File: config.mk
export PLATFORM = sky130hd
export DESIGN_NAME = tff_toggle_arbiter
export DESIGN_NICKNAME = d
export VERILOG_FILES = /design/src/rtl/tff_ctrl_pkg.sv /design/src/rtl/tff_bank.sv /design/src/rtl/tff_toggle_arbiter.sv
export SDC_FILE = /design/constraint.sdc
export NUM_CORES = 1
export LEC_CHECK = 0
export CORE_MARGIN = 2
export CORE_UTILIZATION = 30
export CTS_BUF_LIST = sky130_fd_sc_hd__clkbuf_4 sky130_fd_sc_hd__clkbuf_8
export CTS_CLUSTER_DIAMETER = 80
export DETAILED_ROUTE_END_ITERATION = 12
export PLACE_DENSITY = 0.56
export SYNTH_ARGS = -nofsm -noshare
export SYNTH_HDL_FRONTEND = slang
export SYNTH_SLANG_ARGS = --single-unit
File: constraint.sdc
create_clock -name clk -period 2.9 [get_ports clk]
set_clock_uncertainty 0.2 [all_clocks]
set_input_delay 0.29 -clock clk [delete_from_list [all_inputs] [get_ports clk]]
set_output_delay 0.29 -clock clk [all_outputs]
set_load 0.005 [all_outputs]
File: src/rtl/tff_ctrl_pkg.sv
// Shared definitions for the toggle arbiter: FSM encoding, gap counter width
// and the round-robin pick helper.
package tff_ctrl_pkg;

  typedef enum logic [1:0] {
    ST_IDLE  = 2'd0,
    ST_GRANT = 2'd1,
    ST_GAP   = 2'd2
  } state_t;

  localparam int GAP_W   = 4;
  localparam int MAX_REQ = 8;
  localparam int IDX_W   = 3;

  typedef struct packed {
    logic             found;
    logic [IDX_W-1:0] idx;
  } rr_pick_t;

  // First set bit of (reqs & ~excl) scanning from ptr upward modulo n.
  function automatic rr_pick_t rr_pick(input logic [MAX_REQ-1:0] reqs,
                                       input logic [MAX_REQ-1:0] excl,
                                       input logic [IDX_W-1:0]   ptr,
                                       input int                 n);
    rr_pick_t             r;
    logic [MAX_REQ-1:0]   cand;
    int                   j;
    r    = '0;
    cand = reqs & ~excl;
    for (int k = 0; k < MAX_REQ; k++) begin
      j = int'(ptr) + k;
      if (j >= n) j = j - n;
      if (k < n && !r.found && cand[j[IDX_W-1:0]]) begin
        r.found = 1'b1;
        r.idx   = j[IDX_W-1:0];
      end
    end
    return r;
  endfunction

endpackage

File: src/rtl/tff_bank.sv
// Bank of WIDTH toggle flip-flops with synchronous active-low clear.
module tff_bank #(
  parameter int WIDTH = 4
) (
  input  logic             clk,
  input  logic             rstn,
  input  logic [WIDTH-1:0] t,
  output logic [WIDTH-1:0] q
);

  logic [WIDTH-1:0] q_q;
  logic [WIDTH-1:0] q_d;

  always_comb begin
    q_d = q_q ^ t;
  end

  always_ff @(posedge clk) begin
    if (!rstn) begin
      q_q <= '0;
    end else begin
      q_q <= q_d;
    end
  end

  assign q = q_q;

endmodule

File: src/rtl/tff_toggle_arbiter.sv
// Round-robin arbiter sharing one T-FF bank between N_REQ requesters, with a
// programmable idle gap after every grant.
module tff_toggle_arbiter
  import tff_ctrl_pkg::*;
#(
  parameter int N_REQ   = 4,
  parameter int WIDTH   = 4,
  parameter int MIN_GAP = 2,
  parameter int CNT_W   = 16
) (
  input  logic                   clk,
  input  logic                   rstn,
  input  logic [N_REQ-1:0]       req,
  input  logic [N_REQ*WIDTH-1:0] req_mask,
  output logic [N_REQ-1:0]       gnt,
  output logic [WIDTH-1:0]       t_vec,
  output logic [WIDTH-1:0]       q,
  output logic                   busy,
  output logic [CNT_W-1:0]       grant_cnt
);

  state_t             state_q, state_d;
  logic [IDX_W-1:0]   ptr_q, ptr_d;
  logic [IDX_W-1:0]   w_q, w_d;
  logic [GAP_W-1:0]   gap_q, gap_d;
  logic [N_REQ-1:0]   gnt_q, gnt_d;
  logic [WIDTH-1:0]   t_vec_q, t_vec_d;
  logic [CNT_W-1:0]   cnt_q, cnt_d;

  logic [MAX_REQ-1:0] req_ext;
  logic [MAX_REQ-1:0] w_excl;
  logic [IDX_W-1:0]   next_ptr;
  rr_pick_t           pick_idle;
  rr_pick_t           pick_regrant;
  logic               launch;
  logic [IDX_W-1:0]   launch_idx;

  assign req_ext  = MAX_REQ'(req);
  assign w_excl   = MAX_REQ'(1) << w_q;
  assign next_ptr = (w_q == IDX_W'(N_REQ - 1)) ? '0 : w_q + IDX_W'(1);

  // Back-to-back arbitration (MIN_GAP==0) must use the advanced pointer and
  // skip the requester that is being acknowledged this cycle.
  assign pick_idle    = rr_pick(req_ext, '0, ptr_q, N_REQ);
  assign pick_regrant = rr_pick(req_ext, w_excl, next_ptr, N_REQ);

  always_comb begin
    state_d    = state_q;
    ptr_d      = ptr_q;
    w_d        = w_q;
    gap_d      = gap_q;
    gnt_d      = '0;
    t_vec_d    = '0;
    cnt_d      = cnt_q;
    launch     = 1'b0;
    launch_idx = pick_idle.idx;

    case (state_q)
      ST_IDLE: begin
        if (pick_idle.found) launch = 1'b1;
      end
      ST_GRANT: begin
        cnt_d = cnt_q + CNT_W'(1);
        ptr_d = next_ptr;
        if (MIN_GAP > 0) begin
          state_d = ST_GAP;
          gap_d   = GAP_W'(MIN_GAP - 1);
        end else if (pick_regrant.found) begin
          launch     = 1'b1;
          launch_idx = pick_regrant.idx;
        end else begin
          state_d = ST_IDLE;
        end
      end
      ST_GAP: begin
        // The final gap cycle doubles as the idle decision, so a waiting
        // request is granted without an extra idle cycle.
        if (gap_q == '0) begin
          if (pick_idle.found) launch = 1'b1;
          else                 state_d = ST_IDLE;
        end else begin
          gap_d = gap_q - GAP_W'(1);
        end
      end
      default: state_d = ST_IDLE;
    endcase

    if (launch) begin
      state_d = ST_GRANT;
      w_d     = launch_idx;
      for (int i = 0; i < N_REQ; i++) begin
        gnt_d[i] = (launch_idx == IDX_W'(i));
        if (launch_idx == IDX_W'(i)) t_vec_d = req_mask[i*WIDTH +: WIDTH];
      end
    end
  end

  always_ff @(posedge clk) begin
    if (!rstn) begin
      state_q <= ST_IDLE;
      ptr_q   <= '0;
      w_q     <= '0;
      gap_q   <= '0;
      gnt_q   <= '0;
      t_vec_q <= '0;
      cnt_q   <= '0;
    end else begin
      state_q <= state_d;
      ptr_q   <= ptr_d;
      w_q     <= w_d;
      gap_q   <= gap_d;
      gnt_q   <= gnt_d;
      t_vec_q <= t_vec_d;
      cnt_q   <= cnt_d;
    end
  end

  tff_bank #(.WIDTH(WIDTH)) u_bank (
    .clk  (clk),
    .rstn (rstn),
    .t    (t_vec_q),
    .q    (q)
  );

  assign gnt       = gnt_q;
  assign t_vec     = t_vec_q;
  assign busy      = (state_q != ST_IDLE);
  assign grant_cnt = cnt_q;

endmodule

After elaboration in Yosys (flattened, before gate mapping)
Cells that the tools add are included.
{"block": "totals", "reg_bits": 40, "inputBits": 22, "elab_cells": 88}
{"block": "classes", "magnitude_cmp": 8, "n_mux": 30, "n_reduce_logical": 16, "addsub": 10, "bitwise_logic": 3, "eq_ne": 12}
{"op": "$mux 4", "count": 9}
{"op": "$add 16x1->16 const B", "count": 1}
{"op": "$lt 3x4->1 const B", "count": 4}
{"op": "$mux 3", "count": 5}
{"op": "$bmux 1 s3", "count": 4}
{"op": "$ge 4x3->1 const B", "count": 3}
{"op": "$sub 3x3->3 const B", "count": 4}
{"op": "$eq 3x2->1 const B", "count": 3}
{"op": "$add 3x2->4 const B", "count": 2}
{"op": "$ne 2x2->1 const B", "count": 4}
{"op": "$pmux 4 s2", "count": 1}
{"op": "$mux 1", "count": 7}
{"op": "$ne 3x3->1 const B", "count": 2}
{"op": "$pmux 2 s3", "count": 1}
{"op": "$reduce_and 3->1", "count": 2}
{"op": "$add 3x1->4 const B", "count": 1}
{"op": "$logic_not 4->1", "count": 1}
{"op": "$mux 2", "count": 2}
{"op": "$reduce_and 2->1", "count": 2}
{"op": "$reduce_bool 2->1", "count": 2}
{"op": "$sub 4x1->4 const B", "count": 1}
{"op": "$xor 4x4->4", "count": 1}
{"op": "$add 3x1->3 const B", "count": 1}
{"op": "$eq 3x1->1 const B", "count": 1}
{"op": "other kinds (10)", "count": 15}

Longest topological paths before layout
{"block": "logic_depth", "ltp_word": 19, "mapped_depth": 10}

By module
From an unflattened synthesis, not the netlist that was laid out.
{"block": "hier_totals", "cells_unflattened": 229, "hier_area_um2": 2049.5}
{"module": "tff_toggle_arbiter", "n_inst": 1, "area_each_um2": 1909.3, "cells_per_inst": 217}
{"module": "tff_bank", "n_inst": 1, "area_each_um2": 140.1, "cells_per_inst": 12}

Least setup slack after synthesis
Ideal clock, no wire load.
{"block": "synth_path", "kind": "register to register", "startpoint": "reg ptr_q[1]", "endpoint": "reg t_vec_q[0] (netlist: t_vec[0])", "setup_time_ps": 125, "setup_slack_ps": 147, "period_less_slack_ps": 2753, "path_buffers": 2, "t_arrival_ps": 2428, "stages_incl_launch_ff": 11, "path_cell_list": "dfxtp_1 > clkbuf_1 > inv_1 > ha_1 > mux4_2 > nand2_2 > nand2_1 > o31ai_4 > buf_2 > mux2i_1 > o22ai_2"}
{"block": "synth_between", "elab_chain_cells": 19, "elab_cells_between_ends": 45}
{"element": "start: declaration", "line_no": "tff_toggle_arbiter.sv:23", "source": "logic [IDX_W-1:0] ptr_q, ptr_d;"}
{"element": "start signal: assignment", "line_no": "tff_toggle_arbiter.sv:109", "source": "ptr_q <= ptr_d;"}
{"element": "parallel branches: the longest is 13 deep, another holds $add 3x1->4"}
{"element": "$mux 4 (*)", "line_no": "tff_ctrl_pkg.sv:33", "source": "if (k < n && !r.found && cand[j[IDX_W-1:0]]) begin"}
{"element": "$logic_not 3->1", "line_no": "tff_toggle_arbiter.sv:93", "source": "if (launch_idx == IDX_W'(i)) t_vec_d = req_mask[i*WIDTH +: WIDTH];"}
{"element": "$mux 4 (4 in series)", "line_no": "tff_toggle_arbiter.sv:93"}
{"element": "end signal: assignment", "line_no": "tff_toggle_arbiter.sv:113", "source": "t_vec_q <= t_vec_d;"}
{"element": "end: declaration", "line_no": "tff_toggle_arbiter.sv:27", "source": "logic [WIDTH-1:0] t_vec_q, t_vec_d;"}
Every way passes the cells marked *. The select of a mux whose other input is x is not followed.
A chain may end at the register's enable or synchronous reset.

Worst setup path in the final report
{"block": "layout_path", "startpoint": "reg ptr_q[0]", "endpoint": "reg t_vec_q[3] (netlist: t_vec[3])"}
Same word-level chain as after synthesis.

==> summary.md <==
| Metric | Value |
|---|---|
| Initial Util | `between 30% and 40%` |
| Overflow after GRT | `0` |
| Fin crit share | `~88%` |
| Post-DP HPWL | `roughly 3000 µm` |
| Syn Inst Count | `between 200 and 250` |
| N_diodes | `0` |
| Mean cell area of the mapped netlist | `9.21 µm²` |
| Via count | `1,628` |
| Power density over the cells | `around 550 nW/µm²` |
| Root Driver | `clkbuf_8` |
| Post-synth ARST share | `0%` |
| Comb pwr share | `a little under a third` |
| First-pass GRT wire length | `between 6000 and 7000 µm` |
| Sw frac | `~30%` |
| Flop pwr share | `about 45%` |
| DRC Markers | `0` |
| Slew Viols, Final | `0` |
| Fin crit period | `roughly 2500 ps` |
| Clock Pin Slew Worst Setup and Hold Paths | `~70 ps` |
| R2R cell count | `8` |
| Ys flop type | `dfxtp_1` |
| Initial antenna violation count | `0` |
| Crit-path max FO | `6` |
| Vias in the first global route | `1,401` |
| Share of cells above drive strength 1 | `9.85%` |
| Max VDD drop | `~0.25 mV` |
| RSZ-0062 raised after global routing | `false` |
| Clock network power share | `between 20% and 30%` |
| H-tree lvl count | `2` |
| GRT Resource Usage Total | `a little under an eighth` |
| Post-Syn Nets | `approximately 240` |
| Fillcell total | `about 660` |
| Commonest non-fill, non-tap cell in the layout | `clkdlybuf4s50_1` |
| Place WS | `around 240 ps` |
| WL final | `roughly 4000 µm` |
| Post-route ant nets | `0` |
| Total Power | `roughly 1.4 mW` |
| Chip Height | `between 80 and 90 µm` |
| Buffers on Ports | `50` |
| Placed Cells | `334` |
| Hold Slack | `257 ps` |
| Pre-antenna DRT Iters | `4` |
| Largest net degree at the start of global routing | `30` |
| Flops & latches, synth | `40` |
| DIE AREA | `~7100 µm²` |
| Final GP Congestion | `roughly 0.8` |
| Worst Setup Start Kind | `flop` |
| I/O pin count | `slightly above 50` |
| Number of synthesized flops with an enable pin | `0` |
| CP arrival | `between 2000 and 3000 ps` |
| Final setup vio count | `0` |
| Status | `completed` |
| Sequential fraction of the synthesis area | `41.2%` |
| Max-cap violation count | `0` |
| Cell Area, Synth | `around 1900 µm²` |
| Psw | `0.433 mW` |
| Setup ws final | `360 ps` |
| Critical path class | `flop to flop` |
| Setup TNS | `0 ps` |
| Netlist cell types | `42` |
| Most frequent cells in the layout | `clkdlybuf4s50_1 (50), dfxtp_1 (40), nor2_1 (23), nand2_1 (20)` |
| Worst-Margin Slew | `roughly 530 ps` |
| Vias/cell | `between 4 and 5` |
| Post-synth top area share | `roughly 40%` |
| Rel. slew slack | `approximately 65%` |
| Synth top area cells | `dfxtp_1 (41%), mux2i_1 (6.7%), xor2_1 (4.5%)` |
| Int Pwr | `about 1 mW` |
| CTS buffer count | `5` |
| Core area | `between 6000 and 7000 µm²` |
| Worst Hold Class | `flop to flop` |
| Final Hold Viols | `0` |
| DR iter-0 viols | `between 100 and 150` |
| Achievable frequency | `0.394 GHz` |
| Die X | `roughly 84 µm` |
| Post-synth top area cell | `dfxtp_1` |
| Hold-fix buffers, CTS | `0` |
| TritonCTS clock tree | `yes` |
| Crit end category | `flop` |
| Layout area overhead | `34.6%` |
| Worst path required time | `2880 ps` |
| Routed len/inst | `between 10 and 15 µm` |
| Worst skew pair latency | `about 300 ps` |
| Clock buffer depth | `2` |
| Row Count | `29` |
| Nets@finish | `about 290` |
| P_leak | `approximately 0.95 nW` |
| Syn. warnings | `0` |
| Final cell count without fillers | `341` |
| Post-CTS Setup Bufs | `0` |
| Post-CTS resize count | `0` |
| Clk sinks | `40` |
| WHS Path Cells | `1` |
power by group through the flow:
stage	sequential, mW	combinational, mW	clock (mW)
after CTS	0.648	0.454	0.371
after global placement	0.661	0.451	0
final	0.647	0.447	0.355
after floorplan	0.657	0.281	0
after global routing	0.655	0.490	0.395
after detailed placement	0.659	0.451	0
routing by layer:
| layer | global-route usage (%) | wire length, µm | vias to the layer above |
|---|---|---|---|
| li1 | - | - | 830 |
| met1 | 15.2 | 1920 | 746 |
| met2 | 17.0 | 1820 | 47 |
| met3 | 4.13 | 271 | 5 |
| met4 | 4.33 | 61 | 0 |
| met5 | 0 | 0 | - |
synthesized netlist by cell type (4+ instances only):
cell,number
o22ai_2,4
a21oi_1,13
xnor2_1,5
inv_1,6
nand2b_1,4
xor2_1,10
or3_1,6
nor2b_1,4
o21ai_0,6
dfxtp_1,40
mux2i_1,13
and3_1,6
nand2_1,20
ha_1,6
nor3_1,4
nor2_1,23
clkbuf_1,5
cell families after synthesis:
logic type	synth area share (%)
DFF	41.2
adders and majority gates	3.86
xor gates and xnor gates	6.76
and+or+nand+nor	21.2
muxes	10.8
AOI/OAI and AO/OA	12.8
buffers and inverters	3.41
area by class of cell:
type                       instances  area, µm²  share of cell area [%]
sequential                        40        801                    30.6
tap                               77       96.3                    3.68
clock inverter                     2       12.5                   0.478
clock buffer                       5       68.8                    2.63
timing repair buffer              55        538                    20.6
multi-input combinational        156       1080                    41.1
inverter                           6       22.5                   0.861
final timing paths:
kind,start,to,slack [ps]
max,ptr_q[0]$_SDFFE_PN0P_,t_vec[3]$_SDFF_PN0_,360
min,gap_q[3]$_SDFFE_PN0P_,gap_q[3]$_SDFFE_PN0P_,260
min reg2reg,gap_q[3]$_SDFFE_PN0P_,gap_q[3]$_SDFFE_PN0P_,260
max reg2reg,ptr_q[0]$_SDFFE_PN0P_,t_vec[3]$_SDFF_PN0_,360
registers in the layout (all words and copies together), names as in the netlist:
register   count
gap_q          4
w_q            3
t_vec          4
ptr_q          3
state_q        2
u_bank.q       4
gnt            4
grant_cnt     16
critical path, cell delays in order (launching register included):
cell      delay, ps
dfxtp_1         330
inv_1            80
ha_1            430
mux4_2          340
o21ai_1         210
a311o_1         320
or2_1           230
nand2b_4        200
o22ai_2          90
stage by stage:
| stage | utilization [%] | cell area, µm² |
|---|---|---|
| CTS | 41.4 | 2620 |
| global route | 41.4 | 2620 |
| floorplan | - | 1940 |
| global placement | 40.1 | 2530 |
| detailed placement | 40.1 | 2530 |
| finish | 41.4 | 2620 |
Note: power is estimated with default switching activity, not from simulation.
